## src/rtl/uart_pkg.sv

```systemverilog
`default_nettype none
// ============================================================================
//  Module   : uart_pkg
//  Purpose  : Shared types and constants for the UART transmit feeder.
//  Revision : 1.0 - initial release
// ============================================================================
package uart_pkg;

  // Drain state machine encoding
  typedef enum logic [1:0] {
    IDLE    = 2'b00,
    LAUNCH  = 2'b01,
    WAIT_HI = 2'b10,
    WAIT_LO = 2'b11
  } fsm_state_t;

  // Cycles spent waiting for Busy to rise before re-pulsing DATA_VALID
  localparam int RETRY_WAIT = 4;

endpackage
`default_nettype wire

```

## src/rtl/byte_fifo.sv

```systemverilog
`default_nettype none
// ============================================================================
//  Module   : byte_fifo
//  Purpose  : Synchronous FIFO with registered FULL/EMPTY/FILL flags and a
//             combinational head-of-queue read port.
//  Revision : 1.0 - initial release
// ============================================================================
module byte_fifo #(
  parameter int DATA_WIDTH = 8,
  parameter int DEPTH      = 8
) (
  input  logic                       CLK,
  input  logic                       RST,
  input  logic [DATA_WIDTH-1:0]      WR_DATA,
  input  logic                       WR_EN,
  input  logic                       RD_EN,
  output logic [DATA_WIDTH-1:0]      RD_DATA,
  output logic                       FULL,
  output logic                       EMPTY,
  output logic [$clog2(DEPTH):0]     FILL
);

  localparam int AW = $clog2(DEPTH);
  localparam int CW = AW + 1;

  logic [DATA_WIDTH-1:0] mem [DEPTH];
  logic [AW-1:0]         wr_ptr;
  logic [AW-1:0]         rd_ptr;
  logic [CW-1:0]         count;
  logic [CW-1:0]         count_nxt;
  logic                  wr_ok;
  logic                  rd_ok;

  // A write against a full FIFO is dropped even when a pop frees a slot
  assign wr_ok   = WR_EN && !FULL;
  assign rd_ok   = RD_EN && !EMPTY;
  assign RD_DATA = mem[rd_ptr];
  assign FILL    = count;

  // Next occupancy; a simultaneous write and pop leaves it unchanged
  always_comb begin
    count_nxt = count;
    if (wr_ok && !rd_ok) begin
      count_nxt = count + CW'(1);
    end else if (!wr_ok && rd_ok) begin
      count_nxt = count - CW'(1);
    end
  end

  // Pointers, occupancy and flags; pointers wrap naturally at DEPTH
  always_ff @(posedge CLK or negedge RST) begin
    if (!RST) begin
      wr_ptr <= '0;
      rd_ptr <= '0;
      count  <= '0;
      FULL   <= 1'b0;
      EMPTY  <= 1'b1;
    end else begin
      if (wr_ok) wr_ptr <= wr_ptr + AW'(1);
      if (rd_ok) rd_ptr <= rd_ptr + AW'(1);
      count <= count_nxt;
      FULL  <= (count_nxt == CW'(DEPTH));
      EMPTY <= (count_nxt == CW'(0));
    end
  end

  // Storage array; contents are don't-care after reset
  always_ff @(posedge CLK) begin
    if (wr_ok) mem[wr_ptr] <= WR_DATA;
  end

endmodule
`default_nettype wire

```

## src/rtl/uart_tx_feeder.sv

```systemverilog
`default_nettype none
// ============================================================================
//  Module   : uart_tx_feeder
//  Purpose  : Buffers bytes and launches them one frame at a time into the
//             UART transmitter over the P_DATA/DATA_VALID/Busy handshake.
//  Revision : 1.0 - initial release
// ============================================================================
module uart_tx_feeder
  import uart_pkg::*;
#(
  parameter int DATA_WIDTH = 8,
  parameter int DEPTH      = 8
) (
  input  logic                   CLK,
  input  logic                   RST,
  input  logic [DATA_WIDTH-1:0]  WR_DATA,
  input  logic                   WR_EN,
  output logic                   FULL,
  output logic                   EMPTY,
  output logic [$clog2(DEPTH):0] FILL,
  output logic [DATA_WIDTH-1:0]  TX_P_DATA,
  output logic                   TX_DATA_VALID,
  input  logic                   TX_BUSY,
  output logic                   FRAME_DONE
);

  localparam int RCW = $clog2(RETRY_WAIT + 1);

  fsm_state_t            state;
  logic [RCW-1:0]        retry;
  logic [DATA_WIDTH-1:0] head;
  logic                  pop;

  // Pop only from IDLE, and never while a (possibly foreign) frame is busy
  assign pop = (state == IDLE) && !EMPTY && !TX_BUSY;

  byte_fifo #(
    .DATA_WIDTH (DATA_WIDTH),
    .DEPTH      (DEPTH)
  ) u_fifo (
    .CLK     (CLK),
    .RST     (RST),
    .WR_DATA (WR_DATA),
    .WR_EN   (WR_EN),
    .RD_EN   (pop),
    .RD_DATA (head),
    .FULL    (FULL),
    .EMPTY   (EMPTY),
    .FILL    (FILL)
  );

  // Drain FSM: launch, wait for Busy to rise (re-pulse on timeout), wait for it to fall
  always_ff @(posedge CLK or negedge RST) begin
    if (!RST) begin
      state         <= IDLE;
      retry         <= '0;
      TX_P_DATA     <= '0;
      TX_DATA_VALID <= 1'b0;
      FRAME_DONE    <= 1'b0;
    end else begin
      TX_DATA_VALID <= 1'b0;
      FRAME_DONE    <= 1'b0;
      case (state)
        IDLE: begin
          if (pop) begin
            // P_DATA is captured here only and held for the whole frame
            TX_P_DATA     <= head;
            retry         <= '0;
            TX_DATA_VALID <= 1'b1;
            state         <= LAUNCH;
          end
        end
        LAUNCH: begin
          state <= WAIT_HI;
        end
        WAIT_HI: begin
          if (TX_BUSY) begin
            state <= WAIT_LO;
          end else if (retry == RCW'(RETRY_WAIT - 1)) begin
            retry         <= '0;
            TX_DATA_VALID <= 1'b1;
            state         <= LAUNCH;
          end else begin
            retry <= retry + RCW'(1);
          end
        end
        WAIT_LO: begin
          if (!TX_BUSY) begin
            FRAME_DONE <= 1'b1;
            state      <= IDLE;
          end
        end
        default: state <= IDLE;
      endcase
    end
  end

endmodule
`default_nettype wire
```

## config.mk

```make
export PLATFORM = sky130hd
export DESIGN_NAME = uart_tx_feeder
export DESIGN_NICKNAME = d
export VERILOG_FILES = /design/src/rtl/uart_pkg.sv /design/src/rtl/byte_fifo.sv /design/src/rtl/uart_tx_feeder.sv
export SDC_FILE = /design/constraint.sdc
export NUM_CORES = 1
export LEC_CHECK = 0
export CORE_MARGIN = 5
export CORE_UTILIZATION = 58
export DETAILED_ROUTE_END_ITERATION = 7
export GPL_TIMING_DRIVEN = 0
export PLACE_DENSITY = 0.83
export SYNTH_ARGS = -nofsm -noshare
export SYNTH_HDL_FRONTEND = slang
export SYNTH_HIERARCHICAL = 1
export SYNTH_SLANG_ARGS = --single-unit
```

## constraint.sdc

```tcl
create_clock -name CLK -period 2.8 [get_ports CLK]
set_input_delay 0.56 -clock CLK [delete_from_list [all_inputs] [get_ports CLK]]
set_output_delay 0.56 -clock CLK [all_outputs]
set_load 0.02 [all_outputs]
```

## After elaboration in Yosys (flattened, before gate mapping)

Memory sizes are Yosys's and may differ from the RTL's. A register that Yosys moved wholly into a read port is not among the register bits.
Index checks and enable logic that the tools add are counted.
W data, S select, Z words.

- Register bits: 19
- Memory bits (writable): 64
- Input port bits: 12
- Output and inout bits: 16
- Memories: 1

- Add/subtract/negate cells: 5
- Eq/ne operators: 9
- Multiplexer cells: 19
- Reductions and logical operators: 18

Memories:

| memory | depth | bits a word | rd ports | clocked after memory_dff | wr ports | RTL line | text |
|---|---|---|---|---|---|---|---|
| u_fifo.mem | 8 | 8 | 1 | 1 | 1 | byte_fifo.sv:26 | `logic [DATA_WIDTH-1:0] mem [DEPTH];` |

Operator list:

| kind | number |
|---|---|
| $add A3 B1 Y3 const B | 3 |
| $mux W3 | 3 |
| $mux W2 | 4 |
| $mux W4 | 2 |
| $pmux W2 S4 | 1 |
| $mux W1 | 7 |
| $logic_and A1 B1 Y1 | 6 |
| $logic_not A1 Y1 | 6 |
| $pmux W3 S2 | 1 |
| $reduce_and A3 Y1 | 2 |
| $add A4 B1 Y4 const B | 1 |
| $eq A2 B2 Y1 const B | 2 |
| $eq A4 B4 Y1 const B | 1 |
| $logic_not A4 Y1 | 1 |
| $ne A2 B2 Y1 const B | 2 |
| $sub A4 B1 Y4 const B | 1 |
| $eq A3 B2 Y1 const B | 1 |
| $ne A3 B3 Y1 const B | 1 |
| $eq A2 B1 Y1 const B | 1 |
| $logic_not A2 Y1 | 1 |
| $ne A2 B1 Y1 const B | 1 |
| $pmux W1 S2 | 1 |
| $reduce_and A2 Y1 | 1 |
| $reduce_bool A2 Y1 | 1 |

## Logic depth before layout (Yosys ltp)

Gate-level depths: netlist of run 1.

- Depth in word-level cells: 8
- Gate-level depth with buffers: 7
- Gate-level depth less buffers: 6

## Modules after synthesis

The synthesis of run 1 kept the hierarchy.

Modules (own cells, without submodules):

| module | times used | cells each | area each (um2) | sequential area each (um2) |
|---|---|---|---|---|
| byte_fifo | 1 | 172 | 3165.5 | 2223.4 |
| uart_tx_feeder | 1 | 47 | 634.4 | 375.4 |

## Worst setup path after synthesis of run 1

OpenSTA, ideal clock, no wires.

- Path type: input to register
- Start: input port TX_BUSY
- End: register u_fifo.FULL
- Setup time: 0.121 ns
- Arrival time: 2.264 ns
- Setup slack: 0.415 ns
- Stages: 6
- Cell sequence: clkbuf_2 nor4_4 nand2b_1 or4_1 nand4_2 and4b_1

- Longest elaborated chain between the ends: 7
- Elaborated cells between the ends (all ways): 9

Ends and longest elaborated chain:

| item | RTL line | text |
|---|---|---|
| start, declared | uart_tx_feeder.sv:23 | `input logic TX_BUSY,` |
| $logic_not A1 Y1 (*) | -- |  |
| $logic_and A1 B1 Y1 (*) | uart_tx_feeder.sv:35 | `assign pop = (state == IDLE) && !EMPTY && !TX_BUSY;` |
| net pop | uart_tx_feeder.sv:32 | `logic pop;` |
| $logic_and A1 B1 Y1 (*) | byte_fifo.sv:36 | `assign rd_ok = RD_EN && !EMPTY;` |
| $logic_and A1 B1 Y1 / $logic_not A1 Y1 (equally long branches) | byte_fifo.sv:45, byte_fifo.sv:43 |  |
| $mux W4 / $logic_and A1 B1 Y1 (equally long branches) | byte_fifo.sv:45, byte_fifo.sv:43 |  |
| $mux W4 (*) | byte_fifo.sv:43 | `if (wr_ok && !rd_ok) begin` |
| net u_fifo.count_nxt[2] | byte_fifo.sv:30 | `logic [CW-1:0] count_nxt;` |
| $eq A4 B4 Y1 (*) | byte_fifo.sv:62 | `FULL <= (count_nxt == CW'(DEPTH));` |
| end signal, assigned | byte_fifo.sv:62 |  |
| end, declared | byte_fifo.sv:18 | `output logic FULL,` |

Mark *: on every way through the listed nets, which the timed path passes. The rest lies on a longest branch.
A chain may end at the register's enable or synchronous reset.

## Final worst setup path of run 1

- Start: input port WR_EN
- End: memory u_fifo.mem[1][6] (enable)

- Longest elaborated chain between the ends: 3

Ends and longest elaborated chain:

| item | RTL line | text |
|---|---|---|
| start, declared | uart_tx_feeder.sv:17 | `input logic WR_EN,` |
| $logic_and A1 B1 Y1 | byte_fifo.sv:35 | `assign wr_ok = WR_EN && !FULL;` |
| $mux W1 | byte_fifo.sv:69 | `if (wr_ok) mem[wr_ptr] <= WR_DATA;` |
| $mux W1 (not written as such) | byte_fifo.sv:69 |  |
| end, declared | byte_fifo.sv:26 |  |

No other way between the ends.

==> impl_metrics.json, run 1 <==
{
  "outcome": "completed",
  "number_of_h_tree_levels": 3,
  "die_y_um": 90.9,
  "reg2reg_from": "u_fifo/rd_ptr[1]",
  "hold_slack_final_ns": 0.213,
  "critical_path_class": "in -> reg",
  "max_vdd_drop_uv": 582,
  "slew_at_the_pin_closest_to_its_max_slew_limit_ns": 0.923,
  "cts-root-buf": "sky130_fd_sc_hd__clkbuf_8",
  "synth.top_cells.by_count": "64 x sky130_fd_sc_hd__edfxtp_1, 26 x sky130_fd_sc_hd__dfrtp_1, 16 x sky130_fd_sc_hd__mux2_2, 14 x sky130_fd_sc_hd__nand2_1, 10 x sky130_fd_sc_hd__nor2_1",
  "cts-resized-gates": 0,
  "vias_per_cell": 5.89,
  "synth.cell_area_um2": 3800,
  "boundaryPins": 28,
  "pre_cts_slack_ns": -0.186,
  "grt_pass1_wl_um": 10800,
  "maximum_clock_frequency_ghz": 0.421,
  "cts_hold_buf": 0,
  "postSynthNetCount": 236,
  "drtPass1Iterations": 4,
  "finClkSkew_ns": 0.00559,
  "startpoint_type": "input pin",
  "antenna_violating_nets_post_route": 0,
  "synth_top_flop_cell": "sky130_fd_sc_hd__edfxtp_1",
  "slew_viol_final": 0,
  "dpl.hpwl_um": 4390,
  "max_cap_viol_count": 0,
  "finalNetCount": 278,
  "critPathArrivalTime_ns": 2.44,
  "cts_buffers": 9,
  "placed_cell_area_um2": 4160,
  "cts.path.max_buffers": 2,
  "sequential_cell_area_um2": 2600,
  "io_buffers": 26,
  "total_power_mw": 4.49,
  "max_slew_margin_pct": 38.3,
  "fin_ws_ns": 0.427,
  "critical_path.endpoint_type": "flop",
  "synthDominantCellAreaShare_pct": 50.6,
  "place.gp.congestion": 0.786,
  "postCtsSetupBuffers": 0,
  "rsz0062_at_grt": "false",
  "post-route-period-util_pct": 84.8,
  "final_core_util_pct": 69.1,
  "netlist_instances": 219,
  "wl_per_cell_um": 19.3,
  "fp-row-count": 29,
  "floorplan.die.width_um": 90.9,
  "synth_area_per_cell_um2": 17.4,
  "final_hold_viol_count": 0,
  "power.leakage_nw": 1.58,
  "worstRegToRegCells": 5,
  "multiInputGateArea_um2": 1110,
  "setup.reg_to_reg.worst_slack_ns": 0.62,
  "final_standard_cell_area_without_fillers_um2": 4390,
  "synth_largest_area_cell": "sky130_fd_sc_hd__edfxtp_1",
  "edff_count_synth": 64,
  "clock-sinks": 91,
  "die_footprint_um2": 8270,
  "totalWireLength_um": 6630,
  "number_of_distinct_standard_cells_referenced_by_the_synthesized_netlist": 41,
  "drt_first_iter_violations": 142,
  "grt_max_degree": 28,
  "postSynth.asyncResetShare_pct": 29.7,
  "grt_overflow": 0,
  "routed-via-count": 2020,
  "post_route_cells_drive_above_1_share_pct": 22.2,
  "path_max_fanout": 9,
  "synthesis.yosys.warnings": 6,
  "ys_top_cells_by_area": "sky130_fd_sc_hd__edfxtp_1 51%, sky130_fd_sc_hd__dfrtp_1 17%, sky130_fd_sc_hd__mux4_1 6.2%, sky130_fd_sc_hd__mux2_2 4.7%, sky130_fd_sc_hd__mux4_2 4.1%",
  "critical_path_required_ns": 2.87,
  "setup-tns-final_ns": 0,
  "grt_pass1_vias": 2051,
  "floorplan.initialDensity_pct": 59.8,
  "setup-violations-final": 0,
  "crit_reg_reg_endpoint": "TX_P_DATA[1]",
  "grt_antenna_before_repair": 0,
  "fillerInstances": 426,
  "drc_errors": 0,
  "grt.total_usage_pct": 17.3,
  "hp-class": "in -> async",
  "yosys_register_bits": 91,
  "flow.area_growth_from_synthesis_pct": 15.5,
  "final-instance-count-excl-fill": 343,
  "dpl.cell_count": 322,
  "core_area_um2": 6350,
  "yosysSeqAreaShare_pct": 68.4,
  "power_per_cell_area_nw_per_um2": 1020,
  "clock_latency_ns": 0.35,
  "cts_tree": "yes",
  "period_minus_slack_ns": 2.37,
  "clk_pin_slew_ns": 0.08,
  "ant_diodes": 0,
  "yosys.cell_count.top_type": "sky130_fd_sc_hd__edfxtp_1"
}
-- cells by family after synthesis --
group                    after synthesis  synth area share, %
AO/OA/AOI/OAI                         18                 3.46
flip-flops                            91                 68.4
buffers and inverters                 16                 2.54
adder cells (fa/ha/maj)                5                 1.65
XOR/XNOR                               5                 1.15
AND/OR/NAND/NOR                       52                 7.71
multiplexers                          32                 15.1
-- registers in the layout (all words and copies together) (netlist names) --
register       cells
u_fifo/FULL        1
TX_P_DATA          8
u_fifo/rd_ptr      3
retry              3
TX_DATA_VALID      1
FRAME_DONE         1
u_fifo/mem        64
u_fifo/FILL        4
u_fifo/EMPTY       1
state              2
u_fifo/wr_ptr      3
-- where the power goes --
part | switching (mW) | internal, mW
Sequential | 0.182 | 1.78
Combinational | 0.824 | 0.854
Clock | 0.439 | 0.412
Total | 1.45 | 3.04
-- worst max-delay path, cell delays in order --
cell	delay, ns
sky130_fd_sc_hd__clkdlybuf4s50_1	0.47
sky130_fd_sc_hd__nor2b_1	0.12
sky130_fd_sc_hd__buf_2	0.21
sky130_fd_sc_hd__nand2_1	0.13
sky130_fd_sc_hd__nor3_1	0.66
sky130_fd_sc_hd__buf_4	0.28
-- how the worst max path moves through the flow --
stage	endpoint	start	depth (start not counted)	slack [ns]
2_1_floorplan	u_fifo/FULL	TX_BUSY	6	0.42
3_3_place_gp	u_fifo/mem[0][7]	WR_EN	5	-0.09
3_5_place_dp	u_fifo/mem[0][0]	WR_EN	5	-0.19
4_1_cts	u_fifo/mem[0][1]	WR_EN	5	0.18
5_1_grt	u_fifo/mem[1][7]	WR_EN	6	0.32
6_report	u_fifo/mem[1][6]	WR_EN	6	0.43
-- per-layer routing --
| layer | vias to the layer above | share of wire (%) | global-route usage [%] |
|---|---|---|---|
| met5 | - | 0 | 0 |
| met4 | 0 | 1.0 | 7.33 |
| met3 | 5 | 8.2 | 3.88 |
| met2 | 67 | 52 | 29.1 |
| met1 | 1014 | 39 | 21.7 |
| li1 | 934 | - | - |
-- cells in the final DEF, fill, tap and decap left out, drive strengths merged, types with 2 or more instances in the layout --
master         instances
nand2b                 5
nand2                 14
nor2                  10
nor2b                  5
buf                   12
o211ai                 3
a211oi                 2
mux4                  16
or4                    2
inv                    5
clkdlybuf4s50         25
nor4                   2
edfxtp                64
clkbuf                15
nor3                   6
a21oi                  3
mux2                  16
clkinv                 2
ha                     5
xnor2                  5
o21ai                  3
clkinvlp               3
dfrtp                 26
and2                   2
-- layout make-up --
cell class	count	area share, %
Buffer	11	1.77
Clock inverter	6	1.51
Clock buffer	10	2.91
Inverter	5	0.428
Multi-Input combinational cell	112	25.3
Tap cell	77	2.20
Timing Repair Buffer	31	6.67
Sequential cell	91	59.2
Note: power is estimated with default switching activity, not from simulation.
==> run 2, diff against run 1 <==
--- a/config.mk
+++ b/config.mk
@@ -6,10 +6,10 @@
 export NUM_CORES = 1
 export LEC_CHECK = 0
 export CORE_MARGIN = 5
-export CORE_UTILIZATION = 58
+export CORE_UTILIZATION = 52
 export DETAILED_ROUTE_END_ITERATION = 7
 export GPL_TIMING_DRIVEN = 0
-export PLACE_DENSITY = 0.83
+export PLACE_DENSITY = 0.79
 export SYNTH_ARGS = -nofsm -noshare
 export SYNTH_HDL_FRONTEND = slang
 export SYNTH_HIERARCHICAL = 1
==> constraint.sdc (replaced) <==
create_clock -name CLK -period 1.9 [get_ports CLK]
set_input_delay 0.38 -clock CLK [delete_from_list [all_inputs] [get_ports CLK]]
set_output_delay 0.38 -clock CLK [all_outputs]
set_load 0.02 [all_outputs]
==> impl_metrics.json, run 2 (synthesis gave the netlist of run 1 again) <==
{
  "fp-row-count": 31,
  "finClkSkew_ns": 0.00759,
  "clock-sinks": 91,
  "io_buffers": 26,
  "violations": "setup timing",
  "hold_slack_final_ns": 0.0207,
  "flow.area_growth_from_synthesis_pct": 20.9,
  "die_y_um": 95.5,
  "drtPass1Iterations": 4,
  "setup-tns-final_ns": -0.315,
  "reg2reg_from": "u_fifo/EMPTY",
  "totalWireLength_um": 6800,
  "cts_hold_buf": 0,
  "die_footprint_um2": 9120,
  "max_cap_viol_count": 0,
  "maximum_clock_frequency_ghz": 0.516,
  "grt_overflow": 0,
  "drt_first_iter_violations": 134,
  "fin_ws_ns": -0.0376,
  "clock_latency_ns": 0.35,
  "layout_commonest_cell": "sky130_fd_sc_hd__edfxtp_1",
  "place.gp.congestion": 0.774,
  "outcome": "finished, violations left",
  "max_vdd_drop_uv": 605,
  "max_slew_margin_pct": 60.2,
  "cts_tree": "yes",
  "setup-violations-final": 17,
  "final_core_util_pct": 64.0,
  "largest_register_ff_count": 64,
  "critical_path_class": "reg -> reg",
  "rsz0062_at_grt": "true",
  "wl_per_cell_um": 18.6,
  "grt_pass1_wl_um": 10500,
  "routed-via-count": 2018,
  "post-route-period-util_pct": 102,
  "boundaryPins": 28,
  "mostFrequentLayoutCells": "64 x sky130_fd_sc_hd__edfxtp_1, 25 x sky130_fd_sc_hd__dfrtp_1, 22 x sky130_fd_sc_hd__clkdlybuf4s50_1, 16 x sky130_fd_sc_hd__mux2_2, 14 x sky130_fd_sc_hd__nand2_1",
  "worstSetupStartpoint": "u_fifo/EMPTY",
  "period_minus_slack_ns": 1.94,
  "drc_errors": 0,
  "antenna_violating_nets_post_route": 0,
  "finalNetCount": 279,
  "grt_pass1_vias": 1998,
  "cts_buffers": 9,
  "total_power_mw": 7.06,
  "critical_path_required_ns": 2.15,
  "critical_path.endpoint_type": "flop",
  "grt_antenna_before_repair": 0,
  "slew_at_the_pin_closest_to_its_max_slew_limit_ns": 0.597,
  "floorplan.die.width_um": 95.5,
  "post_route_cells_drive_above_1_share_pct": 31.1,
  "path_max_fanout": 6,
  "hp-class": "in -> async",
  "ant_diodes": 0,
  "largest_register": "u_fifo/mem",
  "floorplan.initialDensity_pct": 53.0,
  "startpoint_type": "flop",
  "cts.path.max_buffers": 2,
  "grt.total_usage_pct": 15.9,
  "critPathArrivalTime_ns": 2.19,
  "grt_max_degree": 28,
  "clk_pin_slew_ns": 0.10,
  "power_per_cell_area_nw_per_um2": 1540,
  "power.leakage_nw": 1.65,
  "dpl.hpwl_um": 4220,
  "core_area_um2": 7180,
  "vias_per_cell": 5.51,
  "final_hold_viol_count": 0,
  "cts-root-buf": "sky130_fd_sc_hd__clkbuf_8",
  "slew_viol_final": 0,
  "number_of_h_tree_levels": 3
}
## run 2: cell types whose count changed in the layout (fill, tap and decap cells not counted), moves of 3 or more
cell	before	now
sky130_fd_sc_hd__buf_12	1	4
sky130_fd_sc_hd__clkbuf_1	5	2
sky130_fd_sc_hd__clkdlybuf4s50_1	25	22
sky130_fd_sc_hd__clkinvlp_4	3	0
sky130_fd_sc_hd__inv_6	0	3
sky130_fd_sc_hd__mux4_1	9	3
sky130_fd_sc_hd__mux4_2	7	13
sky130_fd_sc_hd__nor2_1	10	4
sky130_fd_sc_hd__nor2_2	0	3
sky130_fd_sc_hd__nor2_4	0	3
## run 2: worst max-delay path: stages (launching register included)
cell,delay [ns]
sky130_fd_sc_hd__dfstp_2,0.43
sky130_fd_sc_hd__nor4_4,0.31
sky130_fd_sc_hd__buf_4,0.18
sky130_fd_sc_hd__nand2b_4,0.08
sky130_fd_sc_hd__or4_1,0.50
sky130_fd_sc_hd__nand4_2,0.14
sky130_fd_sc_hd__and4b_1,0.20
## run 2: repair_timing
action | CTS | global route
gates resized for setup | 12 | 19
buffers inserted | 2 | 4
endpoints found under the setup margin | 80 | 76
cloned | 0 | 1
pin swaps | 1 | 3
## run 2: final cells by class
class / count / area, um^2
flip-flops and latches: 91 / 2600
fillers: 495 / 2580
multi-input cells: 112 / 1170
repair buffers: 33 / 367
clock buffers: 9 / 124
well taps: 99 / 124
plain buffers: 10 / 97.6
clock inverters: 7 / 92.6
inverters: 5 / 18.8
## run 2: worst paths after layout
check                                endpoint  slack, ns  depth (start not counted)
worst max-delay path              u_fifo/FULL      -0.04                          6
worst min-delay path             TX_P_DATA[7]       0.02                          1
worst max register to register    u_fifo/FULL      -0.04                          6
worst min register to register       retry[2]       0.51                          1
max in group asynchronous            state[0]       1.46                          1
min in group CLK                TX_DATA_VALID       0.22                          2
## run 2: routing by layer
layer | vias up | global-route usage [%] | wire [um]
li1 | 936 | - | -
met1 | 1029 | 21.5 | 3140
met2 | 47 | 25.4 | 3340
met3 | 6 | 4.26 | 264
met4 | 0 | 4.62 | 62
met5 | - | 0 | 0
## run 2: report_power, final
group	internal, mW	switching [mW]	total (mW)
logic	1.44	1.31	2.75
clock network	0.644	0.726	1.37
registers	2.62	0.325	2.94
total	4.70	2.36	7.06
## run 2: metrics by stage
stage / instances / setup slack [ns] / instance area (um^2)
final: 366 / -0.0376 / 4590
after global routing: 366 / -0.141 / 4590
after CTS: 361 / -0.166 / 4490
after detailed placement: 344 / -0.921 / 4220
after global placement: 344 / -0.844 / 4220
after floorplan: 219 / -0.235 / 3830
==> run 3, diff against run 2 <==
--- a/config.mk
+++ b/config.mk
@@ -6,10 +6,11 @@
 export NUM_CORES = 1
 export LEC_CHECK = 0
 export CORE_MARGIN = 5
-export CORE_UTILIZATION = 52
+export CORE_UTILIZATION = 56
 export DETAILED_ROUTE_END_ITERATION = 7
+export DONT_BUFFER_PORTS = 1
 export GPL_TIMING_DRIVEN = 0
-export PLACE_DENSITY = 0.79
+export PLACE_DENSITY = 0.84
 export SYNTH_ARGS = -nofsm -noshare
 export SYNTH_HDL_FRONTEND = slang
 export SYNTH_HIERARCHICAL = 1
==> impl_metrics.json, run 3 (synthesis gave the netlist of run 1 again) <==
{
  "grt.total_usage_pct": 17.2,
  "max_slew_margin_pct": 53.8,
  "vias_per_cell": 5.98,
  "fp-row-count": 30,
  "floorplan.initialDensity_pct": 56.9,
  "core_area_um2": 6680,
  "boundaryPins": 28,
  "largest_register": "u_fifo/mem",
  "finalNetCount": 258,
  "path_max_fanout": 8,
  "drt_first_iter_violations": 159,
  "clock_power_share_pct": 19.7,
  "critical_path.endpoint_type": "flop",
  "largest_incremental_delay_on_the_critical_path_ns": 0.70,
  "switching_share_of_power_pct": 34.4,
  "grt_overflow": 0,
  "drtPass1Iterations": 4,
  "critPathArrivalTime_ns": 2.34,
  "post_route_cells_drive_above_1_share_pct": 35.8,
  "ant_diodes": 0,
  "power_per_cell_area_nw_per_um2": 1570,
  "antenna_violating_nets_post_route": 0,
  "flow.area_growth_from_synthesis_pct": 15.8,
  "place.gp.congestion": 0.777,
  "setup-tns-final_ns": -0.371,
  "power.share.combinational_pct": 34.5,
  "post-route-period-util_pct": 109,
  "setup-violations-final": 8,
  "worst_path_cell_chain": "nor4_4, nor2b_2, buf_6, buf_4, nor4_1, a211oi_1, a211oi_2",
  "mostFrequentLayoutCells": "64 x sky130_fd_sc_hd__edfxtp_1, 25 x sky130_fd_sc_hd__dfrtp_1, 14 x sky130_fd_sc_hd__nand2_1, 13 x sky130_fd_sc_hd__mux4_2",
  "slew_viol_final": 0,
  "layout_commonest_cell": "sky130_fd_sc_hd__edfxtp_1",
  "clock-sinks": 91,
  "power_switching_mw": 2.38,
  "fillerInstances": 428,
  "worstRegToRegCells": 7,
  "clk_pin_slew_ns": 0.10,
  "critical_path_required_ns": 2.17,
  "period_minus_slack_ns": 2.07,
  "fin_ws_ns": -0.169,
  "max_vdd_drop_uv": 603,
  "maximum_clock_frequency_ghz": 0.483,
  "largest_register_ff_count": 64,
  "die_y_um": 92.4,
  "clock_latency_ns": 0.35,
  "dpl.hpwl_um": 4320,
  "slew_at_the_pin_closest_to_its_max_slew_limit_ns": 0.693,
  "number_of_h_tree_levels": 3,
  "sequentialPowerShare_pct": 45.8,
  "floorplan.die.width_um": 92.4,
  "io_buffers": 0,
  "power.leakage_nw": 1.58,
  "startpoint_type": "flop",
  "outcome": "finished, violations left",
  "grt_pass1_wl_um": 10900,
  "cp_slowest_cell": "sky130_fd_sc_hd__dfstp_2",
  "hp-class": "in -> reg",
  "die_footprint_um2": 8530,
  "cell_internal_pwr_mw": 4.54,
  "rsz0062_at_grt": "true",
  "final_hold_viol_count": 0,
  "grt_antenna_before_repair": 0,
  "routed-via-count": 1950,
  "cts.path.max_buffers": 2,
  "finClkSkew_ns": 0.0111,
  "grt_max_degree": 28,
  "cts_tree": "yes",
  "wl_per_cell_um": 21.6,
  "totalWireLength_um": 7040,
  "cts_buffers": 9,
  "max_cap_viol_count": 0,
  "critical_path_class": "reg -> reg",
  "total_power_mw": 6.92,
  "violations": "setup timing",
  "hold-path-cell-count": 0,
  "cts-root-buf": "sky130_fd_sc_hd__clkbuf_8",
  "drc_errors": 0,
  "grt_pass1_vias": 1930
}
[run 3: cell count changes in the layout (fill, tap and decap cells not counted), sizes merged]
cell           change
clkinvlp           +1
clkbuf             +1
dlygate4sd3        +1
clkdlybuf4s50     -22
dlymetal6s2s       -2
clkinv             -1
buf                +2
dlygate4sd2        -1
[run 3: per-stage QoR]
step | cells | util [%] | area [um^2] | hold slack [ns] | setup WS, ns
CTS | 319 | 63.5 | 4240 | 0.107 | -0.129
global route | 326 | 65.9 | 4400 | 0.0803 | -0.173
global placement | 299 | 58.9 | 3930 | 0.0850 | -0.562
detailed placement | 299 | 58.9 | 3930 | 0.0852 | -0.663
floorplan | 219 | - | 3830 | 0.0844 | -0.235
finish | 326 | 65.9 | 4400 | 0.114 | -0.169
[run 3: cell type report]
class	count	area [um^2]	area share (%)
Sequential cell	91	2600	59.1
Multi-Input combinational cell	112	1220	27.8
Timing Repair Buffer	12	148	3.36
Clock buffer	9	124	2.81
Tap cell	80	100	2.27
Buffer	10	97.6	2.22
Clock inverter	7	88.8	2.02
Inverter	5	18.8	0.426
[run 3: worst paths after layout]
| path | from | endpoint | slack [ns] |
|---|---|---|---|
| setup / recovery | u_fifo/EMPTY | u_fifo/EMPTY | -0.17 |
| hold / removal | WR_DATA[6] | u_fifo/mem[0][6] | 0.11 |
| setup reg to reg | u_fifo/EMPTY | u_fifo/EMPTY | -0.17 |
| hold reg to reg | retry[2] | retry[2] | 0.53 |
| max in group asynchronous | RST | u_fifo/EMPTY | 1.20 |
| min in group asynchronous | RST | TX_P_DATA[0] | 0.47 |
[run 3: power by group through the flow]
stage          Combinational, mW  Clock (mW)  Sequential, mW
3_5_place_dp                1.88           0            3.17
4_1_cts                     2.02        1.38            3.18
3_3_place_gp                1.81           0            3.13
6_report                    2.39        1.37            3.17
5_1_grt                     2.58        1.49            3.22
2_1_floorplan               1.54           0            3.07
[run 3: layer usage]
metal | track usage (%) | part of all wire (%) | vias up
met3 | 4.14 | 5.2 | 8
met4 | 5.20 | 1.3 | 0
met5 | 0 | 0 | -
met1 | 23.8 | 42 | 995
met2 | 27.4 | 51 | 53
li1 | - | - | 894
[run 3: timing repair]
item | 4_1_cts | 5_1_grt
buffers inserted | 3 | 6
endpoints found under the hold margin | 27 | 0
gates cloned | 0 | 1
resized for setup | 17 | 22
hold buffers | 2 | 0
pin swaps | 1 | 4
endpoints found under the setup margin | 80 | 56
[run 3: worst max-delay path: cells and delay by family (launching register included)]
family	cells	cell delay, ns
AOI/OAI and AO/OA	2	0.36
buffers and inverters	2	0.27
DFF	1	0.70
and+or+nand+nor	3	0.66
